<file path="src/rtl/enc_pkg.sv">
// Shared constants, FSM state type and helpers for the 8-to-3 event encoder.
package enc_pkg;

    localparam int unsigned IDX_W_DEF = 3;
    localparam int unsigned N_DEF     = 2 ** IDX_W_DEF;

    typedef enum logic [0:0] {
        StIdle,
        StHold
    } state_e;

    function automatic logic [N_DEF-1:0] onehot(input logic [IDX_W_DEF-1:0] idx);
        onehot = N_DEF'(1) << idx;
    endfunction

endpackage

</file>
<file path="src/rtl/enc_ffs.sv">
// Combinational find-first-set over N bits, searching upward from a start index and wrapping.
module enc_ffs
    import enc_pkg::*;
#(
    parameter int unsigned IDX_W = IDX_W_DEF,
    localparam int unsigned N    = 2 ** IDX_W
) (
    input  logic [N-1:0]     vec,
    input  logic [IDX_W-1:0] start,
    output logic [IDX_W-1:0] idx,
    output logic             found
);

    logic [2*N-1:0]   dbl;
    logic [N-1:0]     rot;
    logic [IDX_W-1:0] off;

    // Rotating right by start puts the search origin at bit 0.
    assign dbl = {vec, vec};
    assign rot = dbl[start +: N];

    always_comb begin
        off   = '0;
        found = 1'b0;
        for (int i = N - 1; i >= 0; i--) begin
            if (rot[i]) begin
                off   = IDX_W'(i);
                found = 1'b1;
            end
        end
    end

    assign idx = off + start;

endmodule

</file>
<file path="src/rtl/enc8x3_evt.sv">
// Sequential 8-to-3 event encoder: captures event lines into a pending register and reports
// them one at a time over VLD/RDY. Define ENC_RR_EN for round-robin instead of lowest-first.
module enc8x3_evt
    import enc_pkg::*;
#(
    parameter int unsigned IDX_W = IDX_W_DEF,
    localparam int unsigned N    = 2 ** IDX_W
) (
    input  logic             CLK,
    input  logic             RST,
    input  logic             EN,
    input  logic [N-1:0]     I,
    output logic [IDX_W-1:0] A,
    output logic             VLD,
    input  logic             RDY,
    output logic [N-1:0]     PEND,
    output logic             OVF
);

    state_e           state_q, state_d;
    logic [IDX_W-1:0] a_q, a_d;
    logic             vld_q, vld_d;
    logic [N-1:0]     pend_q, pend_d;
    logic             ovf_q, ovf_d;

    logic             accept;
    logic             load;
    logic [IDX_W-1:0] start;
    logic [IDX_W-1:0] sel;
    logic             found;
    logic [N-1:0]     clr;
    logic [N-1:0]     set;

    assign accept = vld_q & RDY;

`ifdef ENC_RR_EN
    logic [IDX_W-1:0] ptr_q, ptr_d;

    // On accept the new search must already begin after the index being retired.
    assign start = accept ? a_q + IDX_W'(1) : ptr_q;
    assign ptr_d = accept ? a_q + IDX_W'(1) : ptr_q;

    always_ff @(posedge CLK) begin
        if (RST) begin
            ptr_q <= '0;
        end else begin
            ptr_q <= ptr_d;
        end
    end
`else
    assign start = '0;
`endif

    enc_ffs #(
        .IDX_W (IDX_W)
    ) u_ffs (
        .vec   (pend_q),
        .start (start),
        .idx   (sel),
        .found (found)
    );

    always_comb begin
        state_d = state_q;
        load    = 1'b0;
        unique case (state_q)
            StIdle: begin
                if (found) begin
                    load    = 1'b1;
                    state_d = StHold;
                end
            end
            StHold: begin
                if (accept) begin
                    if (found) begin
                        load = 1'b1;
                    end else begin
                        state_d = StIdle;
                    end
                end
            end
            default: state_d = StIdle;
        endcase
    end

    always_comb begin
        clr    = load ? (N'(1) << sel) : '0;
        set    = EN ? I : '0;
        // Set wins over clear on the same bit, so a collision re-pends the line.
        pend_d = (pend_q & ~clr) | set;
        ovf_d  = ovf_q | (|(set & pend_q & ~clr));
        a_d    = load ? sel : a_q;
        vld_d  = load ? 1'b1 : (accept ? 1'b0 : vld_q);
    end

    always_ff @(posedge CLK) begin
        if (RST) begin
            state_q <= StIdle;
            a_q     <= '0;
            vld_q   <= 1'b0;
            pend_q  <= '0;
            ovf_q   <= 1'b0;
        end else begin
            state_q <= state_d;
            a_q     <= a_d;
            vld_q   <= vld_d;
            pend_q  <= pend_d;
            ovf_q   <= ovf_d;
        end
    end

    assign A    = a_q;
    assign VLD  = vld_q;
    assign PEND = pend_q;
    assign OVF  = ovf_q;

endmodule
</file>
<file path="config.mk">
export PLATFORM = sky130hd
export DESIGN_NAME = enc8x3_evt
export DESIGN_NICKNAME = d
export VERILOG_FILES = /design/src/rtl/enc_pkg.sv /design/src/rtl/enc_ffs.sv /design/src/rtl/enc8x3_evt.sv
export SDC_FILE = /design/constraint.sdc
export NUM_CORES = 1
export LEC_CHECK = 0
export CORE_MARGIN = 3
export CORE_UTILIZATION = 35
export DETAILED_ROUTE_END_ITERATION = 10
export PLACE_DENSITY_LB_ADDON = 0.05
export REMOVE_ABC_BUFFERS = 1
export SETUP_SLACK_MARGIN = 0.5
export SYNTH_ARGS = -nofsm -noshare
export SYNTH_HDL_FRONTEND = slang
export SYNTH_HIERARCHICAL = 1
export SYNTH_SLANG_ARGS = --single-unit
</file>
<file path="constraint.sdc">
create_clock -name CLK -period 3.2 [get_ports CLK]
set_clock_uncertainty 0.15 [all_clocks]
set_input_delay 0.64 -clock CLK [delete_from_list [all_inputs] [get_ports CLK]]
set_output_delay 0.64 -clock CLK [all_outputs]
set_load 0.005 [all_outputs]
</file>
Yosys cells after proc, flatten, opt, wreduce, memory -nomap -nowiden
Index checks and enable logic that the tools add are counted.
{"block": "classes", "shifts": 1, "bitwise_logic": 8, "n_reduce_logical": 2, "n_mux": 25}
{"cell": "AND 8 bit", "n": 3}
{"cell": "two-way mux 3 bit", "n": 8}
{"cell": "two-way mux 8 bit", "n": 2}
{"cell": "two-way mux 1 bit", "n": 13}
{"cell": "NOT 8 bit", "n": 1}
{"cell": "OR 8 bit", "n": 1}
{"cell": "OR reduction 8 bit", "n": 1}
{"cell": "left shift 1 x 3 -> 8 bit (first input constant)", "n": 1}
{"cell": "case mux 1 bit (2 select lines)", "n": 2}
{"cell": "nonzero test 2 bit", "n": 1}
{"cell": "AND 1 bit", "n": 1}
{"cell": "NOT 1 bit", "n": 1}
{"cell": "OR 1 bit", "n": 1}
{"block": "word_totals", "elab_cells": 41, "out_inout_bits": 13, "ff_bits": 14, "input_bits": 12}

Logic depth before layout (Yosys ltp)
Gate-level depths: netlist of the first run.
{"block": "logic_depth", "ltp_word": 16, "ltp_mapped": 17, "mapped_depth_nobuf": 15}

By module
Netlist of the first run, hierarchy kept.
{"module": "enc8x3_evt", "cells_each": 82, "seq_area_each_um2": 280.3, "area_each_um2": 710.7, "instances": 1}
{"module": "enc_ffs", "cells_each": 71, "seq_area_each_um2": 0.0, "area_each_um2": 651.9, "instances": 1}

Worst setup path after synthesis of the first run
Ideal clock, no wire load.
{"block": "synth_path", "path_kind": "reg2reg", "startpoint": "register pend_q[6], in the netlist PEND[6]", "endpoint": "register ovf_q, in the netlist OVF", "t_arrival_ns": 2.623, "period_less_slack_ns": 2.907, "stages_incl_launch_ff": 13, "setup_ns": 0.134, "slack_ns": 0.293, "required_ns": 2.916, "n_path_buf": 1, "path_cell_list": "dfxtp_1 mux4_2 mux2_2 o311ai_1 and3_1 o21ai_1 o31ai_2 ha_1 buf_4 inv_1 o311a_1 o21ai_2 a41oi_2"}
{"block": "synth_via", "word_cells_on_any_way": 24, "classes_between": "shift: 1; mux: 18; bitwise: 4; reduce/logical: 1"}
{"item": "start, declared", "line_no": "enc8x3_evt.sv:23", "rtl": "logic [N-1:0] pend_q, pend_d;"}
{"item": "start signal, assigned", "line_no": "enc8x3_evt.sv:107", "rtl": "pend_q <= pend_d;"}
{"item": "two-way mux 3 bit (7 in a row)", "line_no": "enc_ffs.sv:26", "rtl": "if (rot[i]) begin"}
{"item": "via sel[0]", "line_no": "enc8x3_evt.sv:29", "rtl": "logic [IDX_W-1:0] sel;"}
{"item": "left shift 1 x 3 -> 8 bit", "line_no": "enc8x3_evt.sv:87", "rtl": "clr = load ? (N'(1) << sel) : '0;"}
{"item": "two-way mux 8 bit", "line_no": "enc8x3_evt.sv:87"}
{"item": "NOT 8 bit", "line_no": "enc8x3_evt.sv:91", "rtl": "ovf_d = ovf_q | (|(set & pend_q & ~clr));"}
{"item": "AND 8 bit", "line_no": "enc8x3_evt.sv:91"}
{"item": "OR reduction 8 bit", "line_no": "enc8x3_evt.sv:91"}
{"item": "OR 1 bit", "line_no": "enc8x3_evt.sv:91"}
{"item": "end signal, assigned", "line_no": "enc8x3_evt.sv:108", "rtl": "ovf_q <= ovf_d;"}
{"item": "end, declared", "line_no": "enc8x3_evt.sv:24", "rtl": "logic ovf_q, ovf_d;"}
The timed path passes the listed nets, and every way through them passes these cells.
A chain may end at the register's enable or synchronous reset.

Worst setup path after layout of the first run
{"block": "layout_path", "startpoint": "register pend_q[3], in the netlist PEND[3]", "endpoint": "register ovf_q, in the netlist OVF"}
{"block": "layout_via", "word_cells_on_any_way": 18, "classes_between": "shift: 1; mux: 12; bitwise: 4; reduce/logical: 1"}
{"item": "two-way mux 3 bit (4 in a row)", "line_no": "enc_ffs.sv:26"}
{"item": "via sel[0]", "line_no": "enc8x3_evt.sv:29"}
{"item": "left shift 1 x 3 -> 8 bit", "line_no": "enc8x3_evt.sv:87"}
{"item": "two-way mux 8 bit", "line_no": "enc8x3_evt.sv:87"}
{"item": "NOT 8 bit", "line_no": "enc8x3_evt.sv:91"}
{"item": "AND 8 bit", "line_no": "enc8x3_evt.sv:91"}
{"item": "OR reduction 8 bit", "line_no": "enc8x3_evt.sv:91"}
{"item": "OR 1 bit", "line_no": "enc8x3_evt.sv:91"}
The timed path passes the listed nets, and every way through them passes these cells.

==> run_results.csv, run 1 <==
group,metric,value,unit
timing,setup_violations,0,
synth,synth_seq_cells,14,
synth,synth_area,1360,µm²
hold_path,min_path_cells,2,
global_routing,grt_pass1_vias,1334,
timing,fin_crit,2870,ps
pwr,p_leak,0.785,nW
pwr,vdd_drop_max,0.249,mV
global_routing,grt_max_degree,16,
clock_tree,worstSkewPairLatency,250,ps
detailed_routing,viasPerCell,5.56,
layout,drive_above_1_share,32.7,%
detailed_routing,wl_per_cell,16.1,µm
layout,antennaDiodeCount,0,
clock_tree,clockBufferDepth,2,
placed_design,hpwl,2780,µm
synth,synthCells,153,
floorplan,fp.dieW,68.4,µm
clock_tree,root_buffer,"clkbuf_8",
global_routing,grt_pass1_wl,6490,µm
clock_tree,tritoncts.num_buffers,3,
hold_path,worstHoldPathType,"reg -> reg",
synth,syn_avg_cell_area,8.91,µm²
detailed_routing,via_count,1406,
detailed_routing,dr.pass1.iters,4,
timing,final.setup.tns,0,ps
layout,fin_nets,220,
detailed_routing,drc,0,
floorplan,core_area,3720,µm²
critical_path,setup.worst_path.class,"reg -> reg",
timing,fin_crit_sh,89.7,%
layout,stdcell_area,2010,µm²
floorplan,chipHeight,68.4,µm
timing,timing.slew.headroom,62.1,%
global_routing,grt_util_all_layers,18.7,%
synth,synth.top_cells.by_area,"dfxtp_1, mux4_2, mux2i_1",
floorplan,die-area,4680,µm²
timing,worstMarginPinSlew,567,ps
timing,fmax,349,MHz
global_routing,overflow,0,
timing,hold_violations,0,
detailed_routing,finalWirelength,4080,µm
critical_path,reg2reg_depth,11,
synth,synth-edff-count,0,
clock_tree,clk_pin_slew,60,ps
status,status,"complete, no violations",
critical_path,cp.arrival,2820,ps
pwr,power.density,483,nW/µm²
detailed_routing,initialDrtViolationCount,99,
synth,async_flop_share,0,%
placed_design,io_buffers,24,
timing,whs,311,ps
timing,finalMaxSlewViolations,0,
critical_path,endpoint_kind,"flop",
synth,yosys.area.top_type,"dfxtp_1",
flow_run,cap_violations,0,
clock_tree,htreeDepth,1,
floorplan,row_count,22,
floorplan,initial_core_util,36.7,%
global_routing,antenna_found_initial,0,
clock_tree,cts.sinks,14,
timing,rsz0062_at_grt,"yes",
critical_path,timing.rr.start,"PEND[3]",
critical_path,cp_data_required_time,3160,ps
critical_path,cp-startpoint,"PEND[3]",
layout,final-seq-area,290,µm²
critical_path,r2r_setup_slack,330,ps
detailed_routing,final_antenna_net_count,0,
layout,synthToLayoutAreaGrowth,47.8,%
critical_path,critPathMaxFanout,6,
synth,ys_warn_count,6,
layout,fillCellCount,366,
floorplan,io_pins,25,
placed_design,place_area,1680,µm²
clock_tree,cts_tree,"done",
synth,ys_seq_area_share,20.6,%
synth,synth_top_area_share,20.6,%
layout,multi_input_area,1120,µm²
critical_path,startpoint_type,"flop",
synth,ys_types,53,
hold_path,min_from,"A[2]",
synth,ys.flop_type,"dfxtp_1",
placed_design,gp_congestion,0.899,
[through the flow]
step | utilization (%) | setup slack (ps) | power, mW | instances
final | 54.2 | 331 | 0.972 | 253
after global routing | 54.2 | 244 | 1.03 | 253
after CTS | 51.9 | 365 | 0.889 | 248
after detailed placement | 45.2 | 97.3 | 0.589 | 228
after global placement | 45.2 | 87.2 | 0.589 | 228
after floorplan | - | 238 | 0.461 | 148
[layout make-up]
type / instances / area share [%]
clock buffers: 4 / 2.73
inverters: 7 / 1.31
multi-input cells: 127 / 55.4
flip-flops and latches: 14 / 14.4
well taps: 48 / 2.98
repair buffers: 53 / 23.1
[power breakdown]
group          switching [mW]  internal, mW
Clock                  0.0653         0.109
Sequential             0.0163         0.197
Combinational           0.284         0.300
[Yosys cell counts, types with 4 or more instances]
master / instances
nor2_1: 9
nand2_1: 16
o21ai_1: 4
nand3_1: 5
dfxtp_1: 14
inv_1: 6
mux4_2: 6
mux2i_1: 12
a21oi_1: 14
[registers in the layout (all words and copies together) (netlist names)]
| signal | cells |
|---|---|
| PEND | 8 |
| VLD | 1 |
| OVF | 1 |
| A | 3 |
| state_q | 1 |
[layer usage]
metal / part of all wire (%) / vias up / wire length [µm] / global-route usage, %
met4: 2.8 / 0 / 116 / 7.20
met1: 45 / 683 / 1830 / 24.2
li1: - / 675 / - / -
met2: 48 / 38 / 1940 / 30.2
met5: 0 / - / 0 / 0
met3: 4.6 / 10 / 186 / 3.94
[worst max-delay path, stage by stage, from the launching register on]
cell and delay (ps):
dfxtp_2 320, mux4_2 470, mux2i_2 190, o211ai_1 110, and3_1 200, o21ai_1 140, o31ai_2 110, ha_4 250
buf_6 140, o311a_1 360, o21ai_2 160, a41oi_2 120
[worst paths after layout]
check / to
worst max-delay path: OVF
worst min-delay path: A[2]
worst max register to register: OVF
worst min register to register: A[2]
[cells in the final DEF, fill, tap and decap left out, types with 3 or more instances in the layout]
cell,instances
a21oi_1,13
buf_4,27
clkbuf_8,4
clkdlybuf4s50_1,24
conb_1,7
dfxtp_1,10
inv_1,5
mux2i_1,11
mux4_2,8
nand2_1,15
nand2b_1,3
nand3_1,4
nor2_1,9
nor3b_1,3
o21ai_1,6
[timing repair]
action,4_1_cts,5_1_grt
pin swaps,14,10
gates resized for setup,24,8
setup buffers,16,5
cloned,0,0
hold buffers,0,0
setup endpoints to repair,9,10
[logic make-up after synthesis]
group / Yosys count / share of synthesized area (%)
AO/OA/AOI/OAI: 48 / 27.8
AND/OR/NAND/NOR: 46 / 16.7
multiplexers: 22 / 24.2
buffers and inverters: 18 / 6.70
flip-flops: 14 / 20.6
adder cells (fa/ha/maj): 2 / 2.39
XOR/XNOR: 2 / 1.29
other: 1 / 0.275
No activity file was read; power rests on OpenSTA's default activity.
==> run 2: changes to the inputs <==
ABC_AREA = 1   (was unset)
clock period = 2.5 ns   (was 3.2 ns; I/O delays follow)
==> run_results.csv, run 2 <==
group,metric,value,unit
status,status,"complete, no violations",
global_routing,overflow,0,
floorplan,core_area,3440,µm²
synth,synthCells,196,
synth,synth_compound_area_share,14.0,%
timing,worstMarginPinSlew,514,ps
clock_tree,clk_pin_slew,60,ps
layout,most-common-layout-cells,"nand2_1, clkdlybuf4s50_1, nand2_2",
layout,fillCellCount,343,
clock_tree,cts.sinks,14,
detailed_routing,viasPerCell,4.81,
clock_tree,tritoncts.num_buffers,3,
synth,synth_area,1280,µm²
global_routing,grt_pass1_vias,1366,
critical_path,r2r_setup_slack,70,ps
synth,ys.flop_type,"dfxtp_1",
layout,post-route-util,53.9,%
clock_tree,cts.hold.buffers_added,0,
synth,synth_seq_cells,14,
placed_design,place_area,1620,µm²
synth,synth.mux.area_fraction,0,%
pwr,p_leak,0.853,nW
synth,yosys.area_share.simple,49.8,%
global_routing,grt_pass1_wl,6080,µm
critical_path,critPathMaxFanout,5,
critical_path,startpoint_type,"flop",
synth,async_flop_share,0,%
layout,largest_reg_flops,8,
layout,final_common_cell,"nand2_1",
synth,yosysMostFrequentCell,"nand2_1",
layout,layout.cells.non_filler,290,
floorplan,row_count,21,
synth,yosys.area.top_type,"dfxtp_1",
placed_design,placed_cells,274,
clock_tree,cts_tree,"done",
synth,ys_types,28,
floorplan,fp.dieW,66.5,µm
critical_path,cp.arrival,2400,ps
floorplan,die-area,4430,µm²
critical_path,slowest_stage,"fa_1",
synth,synth_top_area_share,21.9,%
synth,syn_avg_cell_area,6.54,µm²
critical_path,path_cells,"nand2_4, nand3_2, nand2_2, nand2_2, nand2_2, nand2_2, o21bai_4, fa_1, inv_2, nand2_2, nor2_2, nand3_1, nand2_1, nand3_1, nor2_1, a21oi_1",
detailed_routing,drc,0,
placed_design,hpwl,2690,µm
pwr,vdd_drop_max,0.378,mV
layout,stdcell_area,1860,µm²
synth,synth_top_family_by_area,"simple AND/OR/NAND/NOR gates",
critical_path,crit_buf_inv,1,
synth,ys_seq_area_share,21.9,%
floorplan,initial_core_util,37.3,%
timing,setup_violations,0,
timing,fmax,411,MHz
timing,timing.slew.headroom,65.6,%
clock_tree,clockBufferDepth,2,
clock_tree,htreeDepth,1,
critical_path,crit_family,"simple AND/OR/NAND/NOR gates",
synth,synth_xor_area_share,0.683,%
detailed_routing,dr.pass1.iters,4,
global_routing,grt_util_all_layers,17.7,%
global_routing,grt_max_degree,15,
detailed_routing,initialDrtViolationCount,94,
synth,synth-edff-count,0,
synth,synth_common_cells,"nand2_1, nand3_1, inv_1",
placed_design,gp_congestion,0.833,
detailed_routing,finalWirelength,3620,µm
critical_path,cp_data_required_time,2470,ps
placed_design,io_buffers,24,
detailed_routing,final_antenna_net_count,0,
timing,rsz0062_at_grt,"yes",
floorplan,chipHeight,66.5,µm
pwr,power.density,484,nW/µm²
detailed_routing,wl_per_cell,12.5,µm
timing,finalMaxSlewViolations,0,
timing,fin_crit_sh,97.3,%
layout,synthToLayoutAreaGrowth,44.7,%
floorplan,io_pins,25,
synth,ys_warn_count,6,
hold_path,worstHoldPathType,"reg -> reg",
layout,fin_nets,259,
critical_path,endpoint_kind,"flop",
critical_path,setup.worst_path.class,"reg -> reg",
detailed_routing,via_count,1394,
timing,whs,320,ps
clock_tree,root_buffer,"clkbuf_8",
layout,drive_above_1_share,36.1,%
critical_path,path_common_cell,"nand2_2",
timing,hold_violations,0,
pwr,p_total,0.898,mW
flow_run,cap_violations,0,
global_routing,antenna_found_initial,0,
layout,antennaDiodeCount,0,
synth,synth.top_cells.by_area,"dfxtp_1, nand2_1, nand3_1",
timing,fin_crit,2430,ps
synth,synthAdderAreaFrac,2.54,%
critical_path,cpPeakStageDelay,470,ps
clock_tree,worstSkewPairLatency,250,ps
-- run 2: changes by cell type after synthesis, moves of 5 or more --
cell	change
inv_1	+9
mux2i_1	-12
mux4_2	-6
nand2_1	+40
nand2_2	+13
nand2_4	+7
nand3_1	+15
nand3_2	+9
nor2_1	+5
-- run 2: metrics by stage --
stage / TNS (ps) / setup slack [ps]
floorplan: 0 / 206
global placement: 0 / 67.1
detailed placement: 0 / 57.8
CTS: 0 / 121
global route: -115 / -108
finish: 0 / 68.6
-- run 2: worst reg2reg max path: cells and delay by family, from the launching register on --
| family | cells | cell delay, ps |
|---|---|---|
| adder cells (fa/ha/maj) | 1 | 470 |
| AO/OA/AOI/OAI | 2 | 240 |
| flip-flops | 1 | 340 |
| buffers and inverters | 1 | 120 |
| AND/OR/NAND/NOR | 12 | 980 |
-- run 2: kinds of logic after synthesis --
logic type                 count (synthesis)
AOI/OAI and AO/OA                         31
xor gates and xnor gates                   1
adders and majority gates                  2
buffers and inverters                     25
DFF                                       14
other                                      1
and+or+nand+nor                          122
-- run 2: path summary, 6_finish.rpt --
path	from	to	cells after the start
setup reg to reg	PEND[1]	OVF	16
hold reg to reg	A[2]	A[2]	2
hold / removal	A[2]	A[2]	2
setup / recovery	PEND[1]	OVF	16
-- run 2: final cells by class --
type	instances	area, µm²	area share (%)
multi-input combinational	161	958	51.7
inverter	19	86.3	4.65
tap	46	57.6	3.10
clock buffer	4	55.1	2.97
timing repair buffer	46	409	22.0
sequential	14	289	15.6
-- run 2: where the power goes --
group	internal, mW	leakage (nW)	total, mW	switching (mW)
clock network	0.140	0.0288	0.227	0.0872
registers	0.246	0.118	0.261	0.0157
logic	0.187	0.706	0.410	0.222
-- run 2: timing repair --
item | 4_1_cts | 5_1_grt
resized for setup | 13 | 16
setup endpoints to repair | 12 | 13
pin swaps | 7 | 18
cloned | 1 | 0
buffers inserted | 9 | 2
-- run 2: layer usage --
metal | GRT usage [%] | up-vias | routed length (µm)
li1 | - | 726 | -
met1 | 22.5 | 626 | 1620
met2 | 31.4 | 36 | 1830
met3 | 1.52 | 6 | 131
met4 | 5.58 | 0 | 44
met5 | 0 | - | 0
